$ cat config.mk
export PLATFORM = sky130hd
export DESIGN_NAME = sha1_wb_stream
export DESIGN_NICKNAME = d
export VERILOG_FILES = /design/src/rtl/sha1_wb_stream.sv
export SDC_FILE = /design/constraint.sdc
export NUM_CORES = 2
export LEC_CHECK = 0
export CAP_MARGIN = 20
export CORE_MARGIN = 4
export CORE_UTILIZATION = 60
export DETAILED_ROUTE_END_ITERATION = 10
export DONT_BUFFER_PORTS = 1
export HOLD_SLACK_MARGIN = 0.1
export PLACE_DENSITY_LB_ADDON = 0.08
export SYNTH_ARGS = -nofsm -noshare
export SYNTH_HDL_FRONTEND = slang
export SYNTH_SLANG_ARGS = --single-unit
$ cat constraint.sdc
create_clock -name wb_clk_i -period 17.8 [get_ports wb_clk_i]
set_input_delay 2.67 -clock wb_clk_i [delete_from_list [all_inputs] [get_ports wb_clk_i]]
set_output_delay 2.67 -clock wb_clk_i [all_outputs]
set_load 0.02 [all_outputs]
$ cat src/rtl/sha1_wb_stream.sv
// SHA-1 streaming accelerator behind a Wishbone slave: message words are queued in a FIFO,
// consumed 16 at a time by an iterative 80-round core, and chained into a readable digest.

module sha1_wb_stream_core (
  input  logic         clk_i,
  input  logic         rst_i,
  input  logic         start_i,
  input  logic [511:0] block_i,
  input  logic [159:0] h_i,
  output logic         finish_o,
  output logic [6:0]   round_o,
  output logic [159:0] state_o
);
  logic [31:0] a_q, b_q, c_q, d_q, e_q;
  logic [31:0] w_q [16];
  logic [6:0]  t_q;
  logic        run_q, fin_q;
  logic [31:0] f, k, temp, wx;

  always_comb begin
    f = b_q ^ c_q ^ d_q;
    k = 32'hca62c1d6;
    if (t_q < 7'd20) begin
      f = (b_q & c_q) | (~b_q & d_q);
      k = 32'h5a827999;
    end else if (t_q < 7'd40) begin
      k = 32'h6ed9eba1;
    end else if (t_q < 7'd60) begin
      f = (b_q & c_q) | (b_q & d_q) | (c_q & d_q);
      k = 32'h8f1bbcdc;
    end
    temp = {a_q[26:0], a_q[31:27]} + f + e_q + k + w_q[0];
    // w_q[i] holds W[t+i]; the new tail word is W[t+16]
    wx = w_q[13] ^ w_q[8] ^ w_q[2] ^ w_q[0];
  end

  always_ff @(posedge clk_i) begin
    if (rst_i) begin
      {a_q, b_q, c_q, d_q, e_q} <= '0;
      for (int i = 0; i < 16; i++) w_q[i] <= '0;
      t_q   <= '0;
      run_q <= 1'b0;
      fin_q <= 1'b0;
    end else begin
      fin_q <= 1'b0;
      if (start_i) begin
        {a_q, b_q, c_q, d_q, e_q} <= h_i;
        for (int i = 0; i < 16; i++) w_q[i] <= block_i[511-32*i -: 32];
        t_q   <= '0;
        run_q <= 1'b1;
      end else if (run_q) begin
        a_q <= temp;
        b_q <= a_q;
        c_q <= {b_q[1:0], b_q[31:2]};
        d_q <= c_q;
        e_q <= d_q;
        for (int i = 0; i < 15; i++) w_q[i] <= w_q[i+1];
        w_q[15] <= {wx[30:0], wx[31]};
        if (t_q == 7'd79) begin
          run_q <= 1'b0;
          fin_q <= 1'b1;
          t_q   <= '0;
        end else begin
          t_q <= t_q + 7'd1;
        end
      end
    end
  end

  assign finish_o = fin_q;
  assign round_o  = t_q;
  assign state_o  = {a_q, b_q, c_q, d_q, e_q};
endmodule

module sha1_wb_stream #(
  parameter logic [31:0] BASE_ADDRESS = 32'h30000024,
  parameter int          FIFO_DEPTH   = 32,
  parameter bit          IRQ_DEFAULT  = 1'b0
) (
  input  logic        wb_clk_i,
  input  logic        reset,
  input  logic        wbs_stb_i,
  input  logic        wbs_cyc_i,
  input  logic        wbs_we_i,
  input  logic [3:0]  wbs_sel_i,
  input  logic [31:0] wbs_adr_i,
  input  logic [31:0] wbs_dat_i,
  output logic        wbs_ack_o,
  output logic [31:0] wbs_dat_o,
  output logic        done,
  output logic        irq
);
  localparam int AW = $clog2(FIFO_DEPTH);
  localparam logic [2:0] S_IDLE  = 3'd0;
  localparam logic [2:0] S_LOAD  = 3'd1;
  localparam logic [2:0] S_HASH  = 3'd2;
  localparam logic [2:0] S_CHAIN = 3'd3;
  localparam logic [2:0] S_DONE  = 3'd4;
  localparam logic [31:0] IV [5] = '{32'h67452301, 32'hefcdab89, 32'h98badcfe,
                                     32'h10325476, 32'hc3d2e1f0};

  logic [2:0]   state_q, state_d;
  logic         ack_q, ack_prev_q;
  logic [31:0]  dat_q, rdata, dig_word;
  logic [31:0]  mem_q [FIFO_DEPTH];
  logic [AW:0]  wp_q, rp_q, level;
  logic [15:0]  level16, blocks_q;
  logic [3:0]   ld_cnt_q;
  logic [511:0] msg_q;
  logic [31:0]  h_q [5];
  logic [2:0]   didx_q;
  logic         started_q, final_q, irq_en_q, panic_q, ovf_q, core_start_q;
  logic [31:0]  off_w;
  logic [2:0]   reg_sel;
  logic         in_range, req, wr, wr_ctrl, wr_msg, rd_dig;
  logic         ctrl_start, ctrl_soft, full, pop, push, busy;
  logic         core_fin;
  logic [6:0]   core_round;
  logic [159:0] core_st;

  assign off_w    = wbs_adr_i - BASE_ADDRESS;
  assign reg_sel  = off_w[4:2];
  assign in_range = (off_w < 32'd24) && (off_w[1:0] == 2'b00);
  // A strobe still held in the cycle right after its acknowledge is not a new request.
  assign req      = wbs_stb_i & wbs_cyc_i & in_range & ~ack_q & ~ack_prev_q;
  assign wr       = req & wbs_we_i & (&wbs_sel_i);
  assign wr_ctrl  = wr && (reg_sel == 3'd2);
  assign wr_msg   = wr && (reg_sel == 3'd3);
  assign rd_dig   = req && !wbs_we_i && (reg_sel == 3'd4) && (state_q == S_DONE);
  assign ctrl_start = wr_ctrl & wbs_dat_i[0];
  assign ctrl_soft  = wr_ctrl & wbs_dat_i[1];

  assign level   = wp_q - rp_q;
  assign level16 = 16'(level);
  assign full    = level[AW];
  assign pop     = (state_q == S_LOAD);
  assign push    = wr_msg & (~full | pop);
  assign busy    = (state_q == S_LOAD) || (state_q == S_HASH) || (state_q == S_CHAIN);

  sha1_wb_stream_core u_core (
    .clk_i    (wb_clk_i),
    .rst_i    (reset | ctrl_start | ctrl_soft),
    .start_i  (core_start_q),
    .block_i  (msg_q),
    .h_i      ({h_q[0], h_q[1], h_q[2], h_q[3], h_q[4]}),
    .finish_o (core_fin),
    .round_o  (core_round),
    .state_o  (core_st)
  );

  always_comb begin
    state_d = state_q;
    case (state_q)
      S_IDLE:  if (started_q && level16 >= 16'd16) state_d = S_LOAD;
      S_LOAD:  if (ld_cnt_q == 4'd15) state_d = S_HASH;
      S_HASH:  if (core_fin) state_d = S_CHAIN;
      S_CHAIN: begin
        if (level16 >= 16'd16) state_d = S_LOAD;
        else if (final_q)      state_d = S_DONE;
        else                   state_d = S_IDLE;
      end
      S_DONE:  state_d = S_DONE;
      default: state_d = S_IDLE;
    endcase
    if (ctrl_start || ctrl_soft) state_d = S_IDLE;
  end

  always_comb begin
    case (didx_q)
      3'd0:    dig_word = h_q[0];
      3'd1:    dig_word = h_q[1];
      3'd2:    dig_word = h_q[2];
      3'd3:    dig_word = h_q[3];
      default: dig_word = h_q[4];
    endcase
  end

  always_comb begin
    rdata = 32'h0;
    case (reg_sel)
      3'd0:    rdata = 32'd6;
      3'd1:    rdata = 32'h53484131;
      3'd2:    rdata = {level16, 1'b0, core_round, 2'b00, irq_en_q, final_q,
                        (state_q == S_DONE), panic_q, ovf_q, busy};
      3'd3:    rdata = (wr_msg && push) ? 32'd1 : 32'h0fffffea;
      3'd4:    rdata = (state_q == S_DONE) ? dig_word : 32'hfffffff0;
      3'd5:    rdata = {16'h0, blocks_q};
      default: rdata = 32'h0;
    endcase
  end

  always_ff @(posedge wb_clk_i) begin
    if (push) mem_q[wp_q[AW-1:0]] <= wbs_dat_i;
  end

  always_ff @(posedge wb_clk_i) begin
    if (reset) begin
      state_q      <= S_IDLE;
      ack_q        <= 1'b0;
      ack_prev_q   <= 1'b0;
      dat_q        <= '0;
      wp_q         <= '0;
      rp_q         <= '0;
      ld_cnt_q     <= '0;
      msg_q        <= '0;
      blocks_q     <= '0;
      didx_q       <= '0;
      started_q    <= 1'b0;
      final_q      <= 1'b0;
      irq_en_q     <= IRQ_DEFAULT;
      panic_q      <= 1'b0;
      ovf_q        <= 1'b0;
      core_start_q <= 1'b0;
      for (int i = 0; i < 5; i++) h_q[i] <= IV[i];
    end else begin
      ack_q        <= req;
      ack_prev_q   <= ack_q;
      dat_q        <= req ? rdata : 32'h0;
      state_q      <= state_d;
      ld_cnt_q     <= (state_q == S_LOAD) ? ld_cnt_q + 4'd1 : 4'd0;
      core_start_q <= (state_q == S_LOAD) && (state_d == S_HASH);
      // First popped word ends up in the top 32 bits after 16 shifts
      if (pop) msg_q <= {msg_q[479:0], mem_q[rp_q[AW-1:0]]};
      if (ctrl_soft) begin
        wp_q <= '0;
        rp_q <= '0;
      end else begin
        if (push) wp_q <= wp_q + 1'b1;
        if (pop)  rp_q <= rp_q + 1'b1;
      end
      if (wr_msg && !push) ovf_q <= 1'b1;
      if (wr_ctrl) begin
        started_q <= wbs_dat_i[0] | (started_q & ~wbs_dat_i[1]);
        final_q   <= wbs_dat_i[2] | (final_q & ~wbs_dat_i[0]);
        irq_en_q  <= wbs_dat_i[3];
      end
      if (ctrl_start) begin
        for (int i = 0; i < 5; i++) h_q[i] <= IV[i];
        blocks_q <= '0;
        didx_q   <= '0;
        panic_q  <= 1'b0;
      end else begin
        if (state_q == S_CHAIN) begin
          for (int i = 0; i < 5; i++) h_q[i] <= h_q[i] + core_st[159-32*i -: 32];
          if (blocks_q != 16'hffff) blocks_q <= blocks_q + 16'd1;
          if (state_d == S_DONE && level16 != 16'd0) panic_q <= 1'b1;
        end
        if (rd_dig) didx_q <= (didx_q == 3'd4) ? 3'd0 : didx_q + 3'd1;
      end
    end
  end

  assign wbs_ack_o = ack_q;
  assign wbs_dat_o = dat_q;
  assign done      = (state_q == S_DONE);
  assign irq       = done & irq_en_q;
endmodule

==> results.yml <==
synthesis:
  synth.lib_cells_used.distinct: 80
  synth.largest_area_cell: "edfxtp_1"
  synth_area_leaders: "edfxtp_1 (46%), dfxtp_1 (14%), nand2_1 (5.1%), a21oi_1 (5.0%), mux2i_1 (3.7%)"
  ys_async_sr_fraction_pct: 0
  synth.most_common_cell: "edfxtp_1"
  synth.mux.area_fraction_pct: 6.32
  synth_compound_gate_area_share_pct: 12.9
  syn-cell-area_um2: 110000
  synth.ff_latch_count: 2455
  synth-simple-area-share_pct: 10.7
  synth_xor_area_share_pct: 2.15
  synth_enable_flop_cells: 1696
  post_synth_most_frequent_cells: "edfxtp_1 (1696), nand2_1 (1496), a21oi_1 (1105), nor2_1 (971), dfxtp_1 (759)"
  ys.warnings.count: 0
  syn-mean-instance-area_um2: 11.5
  yosys.area_share.adder_pct: 5.03
  synth_nets: 10050
  synth_sequential_area_ratio_pct: 60.0
  synthesis.instances: 9609
  yosys_most_used_dff: "edfxtp_1"
  synth_top_family_by_area: "compound AO/OA/AOI/OAI gates"
  portion_of_synthesized_cell_area_occupied_by_the_leading_cell_type_pct: 46.2
floorplan:
  die_h_um: 437
  ioPinCount: 108
  dieArea_um2: 191000
  floorplan.rows: 157
  core_um2: 183000
  fp.dieW_um: 437
  start_util_pct: 60.2
clocking:
  path_clk_slew_ps: 60
  max-clock-path-buffers: 3
  clk-insertion-delay-late_ps: 900
  clock_tree_from_tritoncts: "done"
  htreeDepth: 4
  postCtsSetupBuffers: 0
  clock_sinks: 2455
  cts_root_buf: "clkbuf_16"
  post_cts.resized_instances: 0
  cts_inserted_buffers: 240
  holdBufCountCts: 0
critical_path:
  critical_path_class: "input port to flop"
  startpoint_type_of_the_worst_setup_path: "input port"
  critPathMaxFanout: 65
  critical_path.endpoint_type: "flop"
  cp.required_ps: 18260
  worst_ep_arrival_time_ps: 8460
sta:
  rsz0062_at_grt: "false"
  min_period_ps: 8000
  setup-tns-final_ps: 0
  finalSetupViolations: 0
  post-route-period-util_pct: 44.9
  relSlewSlack_pct: -124
  slew_violations: 486
  fmax_mhz: 125
  final.setup_skew_ps: 79.6
  hold_violations: 0
  actual_transition_at_the_worst_max_transition_pin_ps: 3360
  setup_slack_ps: 9800
  fin_worst_hold_slack_ps: 407
placement:
  gpl.final_weighted_congestion: 0.922
  portBuffers: 0
  placed_cell_area_um2: 112000
  place_ws_ps: 8950
  detailed_place_hpwl_um: 171000
global_route:
  globalRouteOverflowTotal: 0
  grt_pass1_vias: 72702
  grt_max_degree: 523
  grt_antenna_before_repair: 5
  track_usage_pct: 29.4
  wire_length_of_the_first_global_routing_pass_um: 437000
power_and_ir_drop:
  cellLeakagePower_nw: 39.7
  power.density_nw_per_um2: 95.1
  int_power_mw: 9.07
  vdd_ir_drop_max_uv: 120
  power.switching_fraction_pct: 20.8
  switching_power_mw: 2.38
  power.share.sequential_pct: 53.8
  clock_power_share_pct: 44.5
  combinationalPowerShare_pct: 1.6
cells_and_area:
  multi_input_comb_area_um2: 41300
  synthToLayoutAreaGrowth_pct: 9.18
  fillers: 13774
  design_area_um2: 120000
  layout.area.seq_um2: 66100
  drive_gt1_share_pct: 7.45
  finalCoreUtilization_pct: 65.8
  fin_nets: 9799
routing:
  number_of_remaining_drc_errors: 0
  antenna_violating_nets_post_route: 0
  detail_route.iter0.violations: 7849
  dr.pass1.iters: 6
  wirelength_um: 286000
  routed_wire_length_per_instance_um: 23.7
  via_per_inst: 6.26
  routed-via-count: 75304
hold_path:
  timing.hold.worst.class: "flop to flop"
status:
  violations: "max-slew violations"
  run_status: "complete, but fails checks"
run:
  max-cap-violations: 0
==> cell usage in the layout (no fill, tap or decap), types with 128 or more instances in the layout <==
cell / count
xnor2_1: 195
nor3_1: 135
mux4_2: 128
inv_1: 205
a22oi_1: 338
edfxtp_1: 1696
dfxtp_1: 753
mux2i_1: 405
ha_1: 243
nand2_1: 1493
a21oi_1: 1104
o21ai_0: 134
o221ai_1: 134
clkbuf_16: 240
nor2_1: 937
==> worst paths after layout <==
| check | startpoint | cells after the start | end | slack, ps |
|---|---|---|---|---|
| worst max-delay path | wbs_adr_i[2] | 14 | h_q[0][28] | 9800 |
| worst min-delay path | msg_q[411] | 2 | msg_q[443] | 410 |
| worst max register to register | u_core.round_o[4] | 25 | u_core.a_q[31] | 10190 |
| worst min register to register | msg_q[411] | 2 | msg_q[443] | 410 |
==> critical path: stages <==
cell and delay, ps:
inv_1 50, ha_1 250, ha_1 510, inv_1 250, o21ai_0 110, or4_1 480, or4b_4 550, a211oi_4 310
nand4_1 230, o31ai_4 290, buf_4 320, or2_4 620, buf_4 790, buf_4 890
==> area by class of cell <==
type / instances / share of cell area, %
Antenna cell: 2 / 0.00416
Inverter: 209 / 0.652
Clock buffer: 338 / 5.57
Multi-Input combinational cell: 6328 / 34.3
Timing Repair Buffer: 124 / 0.832
Tap cell: 2464 / 2.56
Sequential cell: 2455 / 55.0
Clock inverter: 117 / 1.08
==> sequential cells by signal, indices dropped and copies added, names as in the netlist, 16 cells and up <==
register	cells
msg_q	512
blocks_q	16
h_q	160
u_core.w_q	512
u_core.d_q	32
wbs_dat_o	32
mem_q	1024
u_core.e_q	32
u_core.c_q	32
u_core.a_q	32
u_core.b_q	32
==> cells by family after synthesis <==
group / after synthesis
AO/OA/AOI/OAI: 2262
multiplexers: 535
adder cells (fa/ha/maj): 368
flip-flops: 2455
buffers and inverters: 826
XOR/XNOR: 270
AND/OR/NAND/NOR: 2893
==> power groups by stage <==
stage	clock network (mW)	registers, mW	logic, mW
3_3_place_gp	0	6.28	0.180
3_5_place_dp	0	6.29	0.181
4_1_cts	5.17	6.16	0.183
2_1_floorplan	0	6.29	0.138
6_report	5.10	6.16	0.183
5_1_grt	5.42	6.16	0.198
==> per-stage QoR <==
stage	cells	power, mW
5_1_grt	12036	11.8
2_1_floorplan	9609	6.43
3_5_place_dp	11579	6.47
4_1_cts	12034	11.5
6_report	12037	11.4
3_3_place_gp	11576	6.46
==> metal layers <==
layer	vias up	share of wire, %	global-route usage [%]
met5	-	0.0025	0
met4	2	4.0	11.1
li1	34491	-	-
met2	2778	48	48.3
met1	37490	41	40.3
met3	543	6.3	3.78
(Power assumes the default switching activity.)
